File: src/rtl/alu_pkg.sv
// Shared opcode encoding, FSM state type and default width for the ALU execution path.
package alu_pkg;

  localparam int unsigned AluWidth = 32;

  // Opcodes also produced by the ALU control decoder; keep both sides in sync.
  localparam logic [2:0] ALU_AND  = 3'b000;
  localparam logic [2:0] ALU_OR   = 3'b001;
  localparam logic [2:0] ALU_ADD  = 3'b010;
  localparam logic [2:0] ALU_SUB  = 3'b011;
  localparam logic [2:0] ALU_SLT  = 3'b100;
  localparam logic [2:0] ALU_DIV  = 3'b101;
  localparam logic [2:0] ALU_NOP  = 3'b110;
  localparam logic [2:0] ALU_MULT = 3'b111;

  typedef enum logic [1:0] {
    StIdle,
    StRun,
    StFix
  } alu_state_e;

endpackage

File: src/rtl/alu_muldiv_iter.sv
// Unsigned magnitude core: one shift-add (multiply) or restoring shift-subtract (divide)
// step per cycle for Width cycles after a go pulse.
module alu_muldiv_iter #(
  parameter int unsigned Width = 32
) (
  input  logic             clk_i,
  input  logic             rst_i,
  input  logic             go_i,
  input  logic             is_div_i,
  input  logic [Width-1:0] mag_a_i,
  input  logic [Width-1:0] mag_b_i,
  output logic             finish_o,
  output logic [Width-1:0] hi_o,
  output logic [Width-1:0] lo_o
);

  localparam int unsigned CntW = $clog2(Width);
  localparam logic [CntW-1:0] LastCnt = CntW'(Width - 1);

  logic [Width-1:0] acc_q, acc_d;
  logic [Width-1:0] sh_q, sh_d;
  logic [Width-1:0] m_q, m_d;
  logic [CntW-1:0]  cnt_q, cnt_d;
  logic             run_q, run_d;
  logic             div_q, div_d;

  logic [Width:0] add_sum;
  logic [Width:0] rem_sh;
  logic [Width:0] sub_diff;

  always_comb begin
    add_sum  = {1'b0, acc_q} + (sh_q[0] ? {1'b0, m_q} : '0);
    rem_sh   = {acc_q, sh_q[Width-1]};
    sub_diff = rem_sh - {1'b0, m_q};

    acc_d = acc_q;
    sh_d  = sh_q;
    m_d   = m_q;
    cnt_d = cnt_q;
    run_d = run_q;
    div_d = div_q;

    if (go_i) begin
      acc_d = '0;
      sh_d  = mag_a_i;
      m_d   = mag_b_i;
      cnt_d = '0;
      run_d = 1'b1;
      div_d = is_div_i;
    end else if (run_q) begin
      if (div_q) begin
        // Remainder stays below the divisor, so the shifted value fits Width+1 bits.
        if (!sub_diff[Width]) begin
          acc_d = sub_diff[Width-1:0];
          sh_d  = {sh_q[Width-2:0], 1'b1};
        end else begin
          acc_d = rem_sh[Width-1:0];
          sh_d  = {sh_q[Width-2:0], 1'b0};
        end
      end else begin
        acc_d = add_sum[Width:1];
        sh_d  = {add_sum[0], sh_q[Width-1:1]};
      end
      if (cnt_q == LastCnt) begin
        run_d = 1'b0;
        cnt_d = '0;
      end else begin
        cnt_d = cnt_q + 1'b1;
      end
    end
  end

  always_ff @(posedge clk_i) begin
    if (rst_i) begin
      acc_q <= '0;
      sh_q  <= '0;
      m_q   <= '0;
      cnt_q <= '0;
      run_q <= 1'b0;
      div_q <= 1'b0;
    end else begin
      acc_q <= acc_d;
      sh_q  <= sh_d;
      m_q   <= m_d;
      cnt_q <= cnt_d;
      run_q <= run_d;
      div_q <= div_d;
    end
  end

  assign finish_o = run_q && (cnt_q == LastCnt);
  assign hi_o     = acc_q;
  assign lo_o     = sh_q;

endmodule

File: src/rtl/alu_exec_unit.sv
// EX-stage ALU: single-cycle logic/arith ops plus iterative signed MULT/DIV into HI/LO,
// with a start/busy/done handshake for pipeline stalls.
module alu_exec_unit
  import alu_pkg::*;
#(
  parameter int unsigned WIDTH = AluWidth
) (
  input  logic             clk,
  input  logic             rst,
  input  logic             start,
  input  logic [2:0]       ALU_aluOp,
  input  logic [WIDTH-1:0] a,
  input  logic [WIDTH-1:0] b,
  output logic [WIDTH-1:0] result,
  output logic [WIDTH-1:0] hi,
  output logic [WIDTH-1:0] lo,
  output logic             zero,
  output logic             busy,
  output logic             done,
  output logic             div_zero
);

  alu_state_e state_q, state_d;

  logic [WIDTH-1:0] result_q, result_d;
  logic [WIDTH-1:0] hi_q, hi_d;
  logic [WIDTH-1:0] lo_q, lo_d;
  logic             zero_q, zero_d;
  logic             done_q, done_d;
  logic             dz_q, dz_d;
  logic             sa_q, sa_d;
  logic             neg_q, neg_d;
  logic             div_q, div_d;

  logic               go;
  logic               core_finish;
  logic [WIDTH-1:0]   core_hi, core_lo;
  logic [WIDTH-1:0]   mag_a, mag_b;
  logic [WIDTH-1:0]   alu_res;
  logic               alu_wr;
  logic [2*WIDTH-1:0] prod_fix;
  logic [WIDTH-1:0]   quo_fix, rem_fix;

  // Magnitude of the most-negative value is 2^(WIDTH-1), still exact as unsigned.
  assign mag_a = a[WIDTH-1] ? -a : a;
  assign mag_b = b[WIDTH-1] ? -b : b;

  alu_muldiv_iter #(
    .Width (WIDTH)
  ) u_muldiv_iter (
    .clk_i    (clk),
    .rst_i    (rst),
    .go_i     (go),
    .is_div_i (ALU_aluOp == ALU_DIV),
    .mag_a_i  (mag_a),
    .mag_b_i  (mag_b),
    .finish_o (core_finish),
    .hi_o     (core_hi),
    .lo_o     (core_lo)
  );

  always_comb begin
    prod_fix = neg_q ? -{core_hi, core_lo} : {core_hi, core_lo};
    quo_fix  = neg_q ? -core_lo : core_lo;
    rem_fix  = sa_q ? -core_hi : core_hi;

    alu_res = '0;
    alu_wr  = 1'b0;
    go      = 1'b0;

    state_d  = state_q;
    result_d = result_q;
    hi_d     = hi_q;
    lo_d     = lo_q;
    zero_d   = zero_q;
    done_d   = 1'b0;
    dz_d     = dz_q;
    sa_d     = sa_q;
    neg_d    = neg_q;
    div_d    = div_q;

    unique case (state_q)
      StIdle: begin
        if (start) begin
          done_d = 1'b1;
          dz_d   = 1'b0;
          case (ALU_aluOp)
            ALU_AND: begin alu_res = a & b; alu_wr = 1'b1; end
            ALU_OR:  begin alu_res = a | b; alu_wr = 1'b1; end
            ALU_ADD: begin alu_res = a + b; alu_wr = 1'b1; end
            ALU_SUB: begin alu_res = a - b; alu_wr = 1'b1; end
            ALU_SLT: begin
              alu_res = {{(WIDTH-1){1'b0}}, ($signed(a) < $signed(b))};
              alu_wr  = 1'b1;
            end
            ALU_NOP: ;
            default: begin
              if (ALU_aluOp == ALU_DIV && b == '0) begin
                result_d = '1;
                lo_d     = '1;
                hi_d     = a;
                zero_d   = 1'b0;
                dz_d     = 1'b1;
              end else begin
                // Multi-cycle launch: nothing completes yet, so div_zero keeps its value.
                go      = 1'b1;
                done_d  = 1'b0;
                dz_d    = dz_q;
                sa_d    = a[WIDTH-1];
                neg_d   = a[WIDTH-1] ^ b[WIDTH-1];
                div_d   = (ALU_aluOp == ALU_DIV);
                state_d = StRun;
              end
            end
          endcase
          if (alu_wr) begin
            result_d = alu_res;
            zero_d   = (alu_res == '0);
          end
        end
      end
      StRun: begin
        if (core_finish) state_d = StFix;
      end
      StFix: begin
        if (div_q) begin
          hi_d     = rem_fix;
          lo_d     = quo_fix;
          result_d = quo_fix;
          zero_d   = (quo_fix == '0);
        end else begin
          hi_d     = prod_fix[2*WIDTH-1:WIDTH];
          lo_d     = prod_fix[WIDTH-1:0];
          result_d = prod_fix[WIDTH-1:0];
          zero_d   = (prod_fix[WIDTH-1:0] == '0);
        end
        dz_d    = 1'b0;
        done_d  = 1'b1;
        state_d = StIdle;
      end
      default: state_d = StIdle;
    endcase
  end

  always_ff @(posedge clk) begin
    if (rst) begin
      state_q  <= StIdle;
      result_q <= '0;
      hi_q     <= '0;
      lo_q     <= '0;
      zero_q   <= 1'b0;
      done_q   <= 1'b0;
      dz_q     <= 1'b0;
      sa_q     <= 1'b0;
      neg_q    <= 1'b0;
      div_q    <= 1'b0;
    end else begin
      state_q  <= state_d;
      result_q <= result_d;
      hi_q     <= hi_d;
      lo_q     <= lo_d;
      zero_q   <= zero_d;
      done_q   <= done_d;
      dz_q     <= dz_d;
      sa_q     <= sa_d;
      neg_q    <= neg_d;
      div_q    <= div_d;
    end
  end

  assign result   = result_q;
  assign hi       = hi_q;
  assign lo       = lo_q;
  assign zero     = zero_q;
  assign busy     = (state_q != StIdle);
  assign done     = done_q;
  assign div_zero = dz_q;

endmodule

File: config.mk
export PLATFORM = sky130hd
export DESIGN_NAME = alu_exec_unit
export DESIGN_NICKNAME = d
export VERILOG_FILES = /design/src/rtl/alu_pkg.sv /design/src/rtl/alu_muldiv_iter.sv /design/src/rtl/alu_exec_unit.sv
export SDC_FILE = /design/constraint.sdc
export NUM_CORES = 1
export LEC_CHECK = 0
export BUFFER_PORTS_ARGS = -buffer_cell sky130_fd_sc_hd__clkbuf_2
export CAP_MARGIN = 10
export CORE_UTILIZATION = 35
export CTS_BUF_LIST = sky130_fd_sc_hd__clkbuf_8
export DETAILED_ROUTE_END_ITERATION = 12
export HOLD_SLACK_MARGIN = 0.05
export PLACE_DENSITY = 0.49
export SKIP_LAST_GASP = 1
export SLEW_MARGIN = 20
export SYNTH_ARGS = -nofsm -noshare
export SYNTH_HDL_FRONTEND = slang
export SYNTH_SLANG_ARGS = --single-unit
File: constraint.sdc
create_clock -name clk -period 7.1 [get_ports clk]
set_input_delay 0.355 -clock clk [delete_from_list [all_inputs] [get_ports clk]]
set_output_delay 0.355 -clock clk [all_outputs]
set_load 0.005 [all_outputs]
==> results.json, run 1 <==
{
  "multi_input_area_um2": 14800,
  "async_flop_share_pct": 0,
  "r2r-end": "hi[30]",
  "overflow": 0,
  "synth_common_cells": "370 x nor2_1, 263 x a21oi_1, 235 x nand2_1, 207 x dfxtp_1, 194 x o21ai_0",
  "die_area_um2": 58740,
  "holdBufCountCts": 0,
  "timing.setup.tns_ns": 0,
  "fin_hold_ws_ns": 0.1063,
  "syn_area_per_cell_um2": 7.120,
  "power.total_uw": 3987,
  "yosys-mux-area-fraction_pct": 2.735,
  "cts_resized": 0,
  "synth_area_um2": 20220,
  "drc_errors": 0,
  "cts_setup_buffers": 0,
  "die_h_um": 242.4,
  "regArea_um2": 4153,
  "grt_util_met2_pct": 45.45,
  "synth_compound_area_share_pct": 29.13,
  "synth_cell_types": 79,
  "first_pass_iters": 5,
  "rsz0062_at_grt": "false",
  "seq_area_frac_synth_pct": 20.49,
  "clk_latency_ns": 0.62,
  "start_util_pct": 35.65,
  "cp_data_arrival_time_ns": 5.37,
  "yosys.area_share.simple_pct": 21.45,
  "tightest_slew_ns": 1.216,
  "synth-seq-cells": 207,
  "grt_max_degree": 78,
  "min_to": "u_muldiv_iter.m_q[0]",
  "cp_max_fo": 9,
  "finalHoldViolCount": 0,
  "drive_gt1_share_pct": 10.20,
  "synth.most_common_cell": "nor2_1",
  "ir_worst_vdd_v": 0.0001071,
  "maxCapViolCount": 0,
  "r2r_start": "u_muldiv_iter.lo_o[0]",
  "min_path_type": "primary input to flip-flop",
  "pwr-share-seq_pct": 32.4,
  "wl_per_cell_um": 24.06,
  "cts_max_level": 2,
  "io_buffers": 169,
  "tritoncts": "built",
  "first_iter_violations": 1964,
  "p_int_uw": 2425,
  "synth-adder-area-share_pct": 11.16,
  "vias_per_cell": 5.879,
  "power.density_nw_per_um2": 178.0,
  "ant_nets": 0,
  "status": "finished, final reports clean",
  "place.gp.congestion": 1.025,
  "max_freq_mhz": 206.7,
  "synth-main-ff-cell": "dfxtp_1",
  "synth-xor-area-share_pct": 8.446,
  "crit_family": "simple AND/OR/NAND/NOR gates",
  "cp_slowest_stage_delay_ns": 0.79,
  "combPwrFrac_pct": 33.8,
  "utilization_pct": 39.50,
  "setup_viol_count_final": 0,
  "slew_violations": 0,
  "pwr-share-clk_pct": 33.8,
  "area_growth_syn_to_layout_pct": 10.77,
  "fp.coreArea_um2": 56710,
  "cts_root_buf": "clkbuf_8",
  "critPathBufInv": 1,
  "fin_skew_ns": 0.02842,
  "antenna_found_initial": 5,
  "hold_depth": 3,
  "synth_top_area_cell": "dfxtp_1",
  "path_cells": "inv_1 -> ha_1 -> nor4b_1 -> nand2_1 -> or2_2 -> or4_1 -> nor4_1 -> nor2_1 -> nor4_1 -> a21oi_1 -> xnor2_1 -> a211oi_1 -> a21oi_1 -> nor2_1",
  "crit_type": "flip-flop to flip-flop",
  "slew_headroom_pct": 18.94,
  "end_kind": "flip-flop",
  "start_kind": "flip-flop",
  "grt_pass1_wl_mm": 130.0,
  "synth_nets": 3088,
  "first_global_vias": 19930,
  "use_met3_pct": 3.933,
  "num_rows": 87,
  "layout.nets": 3129,
  "use_met1_pct": 40.25,
  "grt_usage_pct": 29.00,
  "synth-warning-count": 0,
  "fin_crit_sh_pct": 68.15,
  "grt.busiest_layer": "met2",
  "path_clk_slew_ns": 0.06,
  "clock_sinks": 207,
  "synth_top_area_share_pct": 20.49,
  "synthTopCellsByArea": "dfxtp_1 20%, ha_1 11%, nor2_1 6.9%, xnor2_1 6.5%, a21oi_1 6.5%",
  "clk_path_buf_depth": 3,
  "dp_cells": 3592,
  "dp_hpwl_mm": 68.73,
  "r2r_slack_ns": 2.26,
  "fin_crit_ns": 4.838,
  "numCtsBuffers": 43,
  "worstRegToRegCells": 14,
  "hp-start": "b[0]",
  "die_w_um": 242.4,
  "layout.cells.non_filler": 3672,
  "via_count": 21590,
  "crit_slowest_cell": "nor4_1",
  "synth_top_family_by_area": "compound AO/OA/AOI/OAI gates",
  "synthCells": 2840,
  "p_leak_uw": 0.009082,
  "ios": 170,
  "power.share.switching_pct": 39.19,
  "synth-edff-count": 0,
  "p_sw_uw": 1563,
  "cp_data_required_time_ns": 7.63,
  "fill_cells": 6089,
  "finalWirelength_mm": 88.35
}
worst register-to-register path, stage by stage (launching register included):
cell and delay [ns]:
dfxtp_1 0.31, inv_1 0.33, ha_1 0.28, nor4b_1 0.36, nand2_1 0.27, or2_2 0.40, or4_1 0.56, nor4_1 0.79
nor2_1 0.09, nor4_1 0.52, a21oi_1 0.20, xnor2_1 0.18, a211oi_1 0.29, a21oi_1 0.07, nor2_1 0.11
worst max path at each step:
stage | cells after the start | endpoint | from | slack [ns]
floorplan | 15 | zero | b[8] | 3.04
global placement | 13 | u_muldiv_iter.hi_o[26] | b[1] | 1.92
detailed placement | 17 | zero | a[0] | 1.91
CTS | 12 | hi[31] | u_muldiv_iter.lo_o[7] | 2.40
global route | 15 | zero | a[13] | 2.05
finish | 14 | hi[30] | u_muldiv_iter.lo_o[0] | 2.26
metal layers:
metal | vias up | wire, um | share of wire [%]
met2 | 812 | 39340 | 45
li1 | 10250 | - | -
met4 | 2 | 3022 | 3.4
met1 | 10380 | 40380 | 46
met5 | - | 13 | 0.015
met3 | 144 | 5590 | 6.3
through the flow:
step / cell area, um2 / setup slack [ns]
after floorplan: 20220 / 3.037
final: 22400 / 2.262
after detailed placement: 21500 / 1.909
after global routing: 22400 / 2.048
after CTS: 22390 / 2.396
after global placement: 21500 / 1.920
power groups by stage:
stage | logic, uW | registers (uW) | clock network, uW
3_3_place_gp | 1320 | 1310 | 0
5_1_grt | 1460 | 1300 | 1440
4_1_cts | 1320 | 1290 | 1380
2_1_floorplan | 935 | 1260 | 0
6_report | 1350 | 1290 | 1350
3_5_place_dp | 1320 | 1310 | 0
cells in the final DEF, fill, tap and decap left out, types with 72 or more instances in the layout:
master,synthesis,final
nor2_1,370,368
a21oi_1,263,263
nand2_1,235,234
dfxtp_1,207,204
o21ai_0,194,194
ha_1,174,174
clkbuf_2,0,168
inv_1,155,166
xnor2_1,151,151
a211oi_1,102,102
o211ai_1,72,72
flip-flops by register name, indices dropped and copies added (netlist names), 2 cells and up:
register             flops
u_muldiv_iter.lo_o      32
lo                      32
result                  32
u_muldiv_iter.hi_o      32
u_muldiv_iter.m_q       32
state_q                  2
hi                      32
u_muldiv_iter.cnt_q      5
kinds of logic (layout without fill, tap and decap cells):
logic type | after synthesis | after routing
AND/OR/NAND/NOR | 937 | 937
AO/OA/AOI/OAI | 917 | 917
buffers and inverters | 351 | 423
flip-flops | 207 | 207
XOR/XNOR | 195 | 195
adder cells (fa/ha/maj) | 178 | 178
multiplexers | 55 | 55
other | 0 | 4
area by class of cell:
cell class	count	share of cell area, %
antenna	4	0.04469
clock buffer	53	3.257
clock inverter	23	0.7150
inverter	156	2.614
multi-input combinational	2282	66.07
sequential	207	18.54
tap	756	4.223
timing repair buffer	191	4.541
Note: power is estimated with default switching activity, not from simulation.
==> inputs of run 2 (changes only) <==
--- a/config.mk
+++ b/config.mk
@@ -5,13 +5,14 @@
 export SDC_FILE = /design/constraint.sdc
 export NUM_CORES = 1
 export LEC_CHECK = 0
+export ABC_AREA = 1
 export BUFFER_PORTS_ARGS = -buffer_cell sky130_fd_sc_hd__clkbuf_2
 export CAP_MARGIN = 10
 export CORE_UTILIZATION = 35
 export CTS_BUF_LIST = sky130_fd_sc_hd__clkbuf_8
 export DETAILED_ROUTE_END_ITERATION = 12
 export HOLD_SLACK_MARGIN = 0.05
-export PLACE_DENSITY = 0.49
+export PLACE_DENSITY = 0.51
 export SKIP_LAST_GASP = 1
 export SLEW_MARGIN = 20
 export SYNTH_ARGS = -nofsm -noshare
==> constraint.sdc (replaced) <==
create_clock -name clk -period 4.25 [get_ports clk]
set_input_delay 0.2125 -clock clk [delete_from_list [all_inputs] [get_ports clk]]
set_output_delay 0.2125 -clock clk [all_outputs]
set_load 0.005 [all_outputs]
==> results.json, run 2 <==
{
  "synth_top_area_cell": "dfxtp_1",
  "place.gp.congestion": 1.010,
  "dp_hpwl_mm": 89.78,
  "syn_area_per_cell_um2": 5.932,
  "synth-seq-cells": 207,
  "layout.nets": 4317,
  "pwr-share-seq_pct": 28.0,
  "overflow": 0,
  "cp_max_fo": 6,
  "fin_crit_sh_pct": 85.99,
  "power.density_nw_per_um2": 298.7,
  "finalHoldViolCount": 0,
  "worstRegToRegCells": 15,
  "fin_skew_ns": 0.02559,
  "slew_headroom_pct": 36.98,
  "p_int_uw": 4367,
  "max_freq_mhz": 273.6,
  "tritoncts": "built",
  "crit_slowest_cell": "fa_1",
  "clock_sinks": 207,
  "p_sw_uw": 3422,
  "die_area_um2": 68020,
  "start_util_pct": 35.53,
  "first_global_vias": 25520,
  "seq_area_frac_synth_pct": 17.68,
  "num_rows": 94,
  "synthTopCellsByArea": "dfxtp_1 18%, nand2_1 16%, ha_1 9.3%, inv_1 8.7%, nor2_1 6.6%",
  "synth-warning-count": 0,
  "layout.cells.non_filler": 4969,
  "power.share.switching_pct": 43.94,
  "io_buffers": 169,
  "clk_path_buf_depth": 3,
  "status": "complete, but fails checks",
  "violations": "DRC",
  "fin_crit_ns": 3.655,
  "r2r_start": "u_muldiv_iter.lo_o[31]",
  "r2r_slack_ns": 0.84,
  "final_cell_mix": "974 x nand2_1, 548 x inv_1, 414 x nor2_1",
  "critPathBufInv": 4,
  "ios": 170,
  "wl_per_cell_um": 22.36,
  "first_iter_violations": 2795,
  "ir_worst_vdd_v": 0.0002170,
  "fill_cells": 7502,
  "cts_root_buf": "clkbuf_8",
  "min_path_type": "primary input to flip-flop",
  "tightest_slew_ns": 0.9395,
  "crit_start": "a[0]",
  "setup_viol_count_final": 0,
  "rsz0062_at_grt": "false",
  "numCtsBuffers": 44,
  "finalWirelength_mm": 111.1,
  "regArea_um2": 4150,
  "crit_cells": 19,
  "crit_type": "primary input to flip-flop",
  "cp_data_required_time_ns": 4.80,
  "antenna_found_initial": 3,
  "dp_cells": 4873,
  "drc_errors": 2,
  "async_flop_share_pct": 0,
  "grt_pass1_wl_mm": 162.1,
  "power.total_uw": 7789,
  "clk_latency_ns": 0.63,
  "synthCells": 3952,
  "first_pass_iters": 12,
  "path_clk_slew_ns": 0.06,
  "p_leak_uw": 0.01292,
  "synth_common_cells": "976 x nand2_1, 544 x inv_1, 414 x nor2_1, 302 x a21oi_1, 275 x o21ai_0",
  "synth-main-ff-cell": "dfxtp_1",
  "cp_slowest_stage_delay_ns": 0.57,
  "slew_violations": 0,
  "synth-edff-count": 0,
  "die_h_um": 260.8,
  "via_count": 27170,
  "grt_max_degree": 62,
  "grt_usage_pct": 31.93,
  "synth_top_area_share_pct": 17.68,
  "worstSetupEndpoint": "zero",
  "ant_nets": 0,
  "synth_cell_types": 62,
  "drive_gt1_share_pct": 11.36,
  "start_kind": "primary input",
  "synth_nets": 4200,
  "synth_area_um2": 23440,
  "combPwrFrac_pct": 40.1,
  "r2r-end": "u_muldiv_iter.hi_o[24]",
  "multi_input_area_um2": 16350,
  "pwr-share-clk_pct": 31.9,
  "end_kind": "flip-flop",
  "timing.setup.tns_ns": 0,
  "cp_data_arrival_time_ns": 4.20,
  "die_w_um": 260.8,
  "crit_family": "simple AND/OR/NAND/NOR gates",
  "area_growth_syn_to_layout_pct": 11.23,
  "fp.coreArea_um2": 65980,
  "vias_per_cell": 5.468,
  "maxCapViolCount": 0,
  "cts_max_level": 2,
  "synth.most_common_cell": "nand2_1",
  "path_cells": "dlygate4sd3_1 -> clkbuf_2 -> inv_1 -> ha_1 -> inv_1 -> fa_1 -> nand2_1 -> nand3_1 -> nand3_1 -> nand3_1 -> nand4_1 -> nand3_1 -> nand3_1 -> nand2_1 -> nor2_1 -> nand2_1 -> nor2_1 -> nand2_1 -> a21oi_2",
  "crit_top_cell": "nand3_1",
  "final_common_cell": "nand2_1"
}
-- run 2: cell types whose count changed after synthesis, sizes merged, moves of 71 or more --
cell | previous run | this run
clkbuf | 168 | 79
xnor2 | 151 | 17
a211oi | 102 | 10
inv | 155 | 568
nor2 | 371 | 442
nand3 | 34 | 228
nand2 | 235 | 1004
o21ai | 196 | 307
-- run 2: cell type report --
cell class	count	area share, %
well taps	864	4.145
diodes	2	0.01919
clock inverters	22	0.7389
inverters	579	8.334
multi-input cells	3013	62.71
clock buffers	58	3.061
repair buffers	224	5.076
flip-flops and latches	207	15.91
-- run 2: cells by family after synthesis --
kind of cell	synth area share, %
buffers and inverters	12.64
adder cells (fa/ha/maj)	9.628
flip-flops	17.68
XOR/XNOR	4.328
AO/OA/AOI/OAI	22.37
AND/OR/NAND/NOR	33.36
-- run 2: metrics by stage --
stage          cell area, um2  worst slack (ns)  utilization [%]  hold WS (ns)
6_report                26080            0.5952            39.52       0.08312
2_1_floorplan           23450             1.663                -        0.3819
4_1_cts                 26050            0.7105            39.47       0.05180
3_5_place_dp            24920            0.6741            37.77        0.4553
3_3_place_gp            24920            0.6482            37.77        0.4532
5_1_grt                 26080            0.4270            39.52        0.1202
-- run 2: worst register-to-register path, delay by kind of cell (launching register included) --
family / cells / cell delay, ns
flip-flops: 1 / 0.42
AND/OR/NAND/NOR: 7 / 1.21
adder cells (fa/ha/maj): 2 / 0.66
buffers and inverters: 1 / 0.15
AO/OA/AOI/OAI: 5 / 0.87
-- run 2: metal layers --
metal | vias up | GRT usage, % | share of wire, %
li1 | 13180 | - | -
met1 | 12660 | 43.25 | 44
met2 | 1119 | 50.43 | 44
met3 | 207 | 2.758 | 6.6
met4 | 0 | 16.16 | 5.6
met5 | - | 0 | 0
-- run 2: power by group through the flow --
stage          combinational (uW)  sequential [uW]  clock, uW
6_report                     3120             2180       2480
5_1_grt                      3400             2190       2590
4_1_cts                      3060             2180       2520
3_5_place_dp                 3030             2220          0
3_3_place_gp                 3040             2220          0
2_1_floorplan                2120             2160          0
-- run 2: worst min-delay path by stage --
stage / end / depth (start not counted) / slack [ns] / from
2_1_floorplan: u_muldiv_iter.lo_o[0] / 2 / 0.38 / a[0]
3_3_place_gp: hi[8] / 2 / 0.45 / hi[8]
3_5_place_dp: hi[15] / 2 / 0.46 / hi[15]
4_1_cts: u_muldiv_iter.m_q[21] / 4 / 0.05 / b[21]
5_1_grt: u_muldiv_iter.m_q[22] / 3 / 0.12 / b[22]
6_report: u_muldiv_iter.m_q[21] / 4 / 0.08 / b[21]
-- run 2: repair_timing --
item                       CTS  global route
hold buffers                13             0
hold endpoints to repair    13             0
buffers inserted             0             0
gates resized for setup      0             0
setup endpoints to repair    0             0
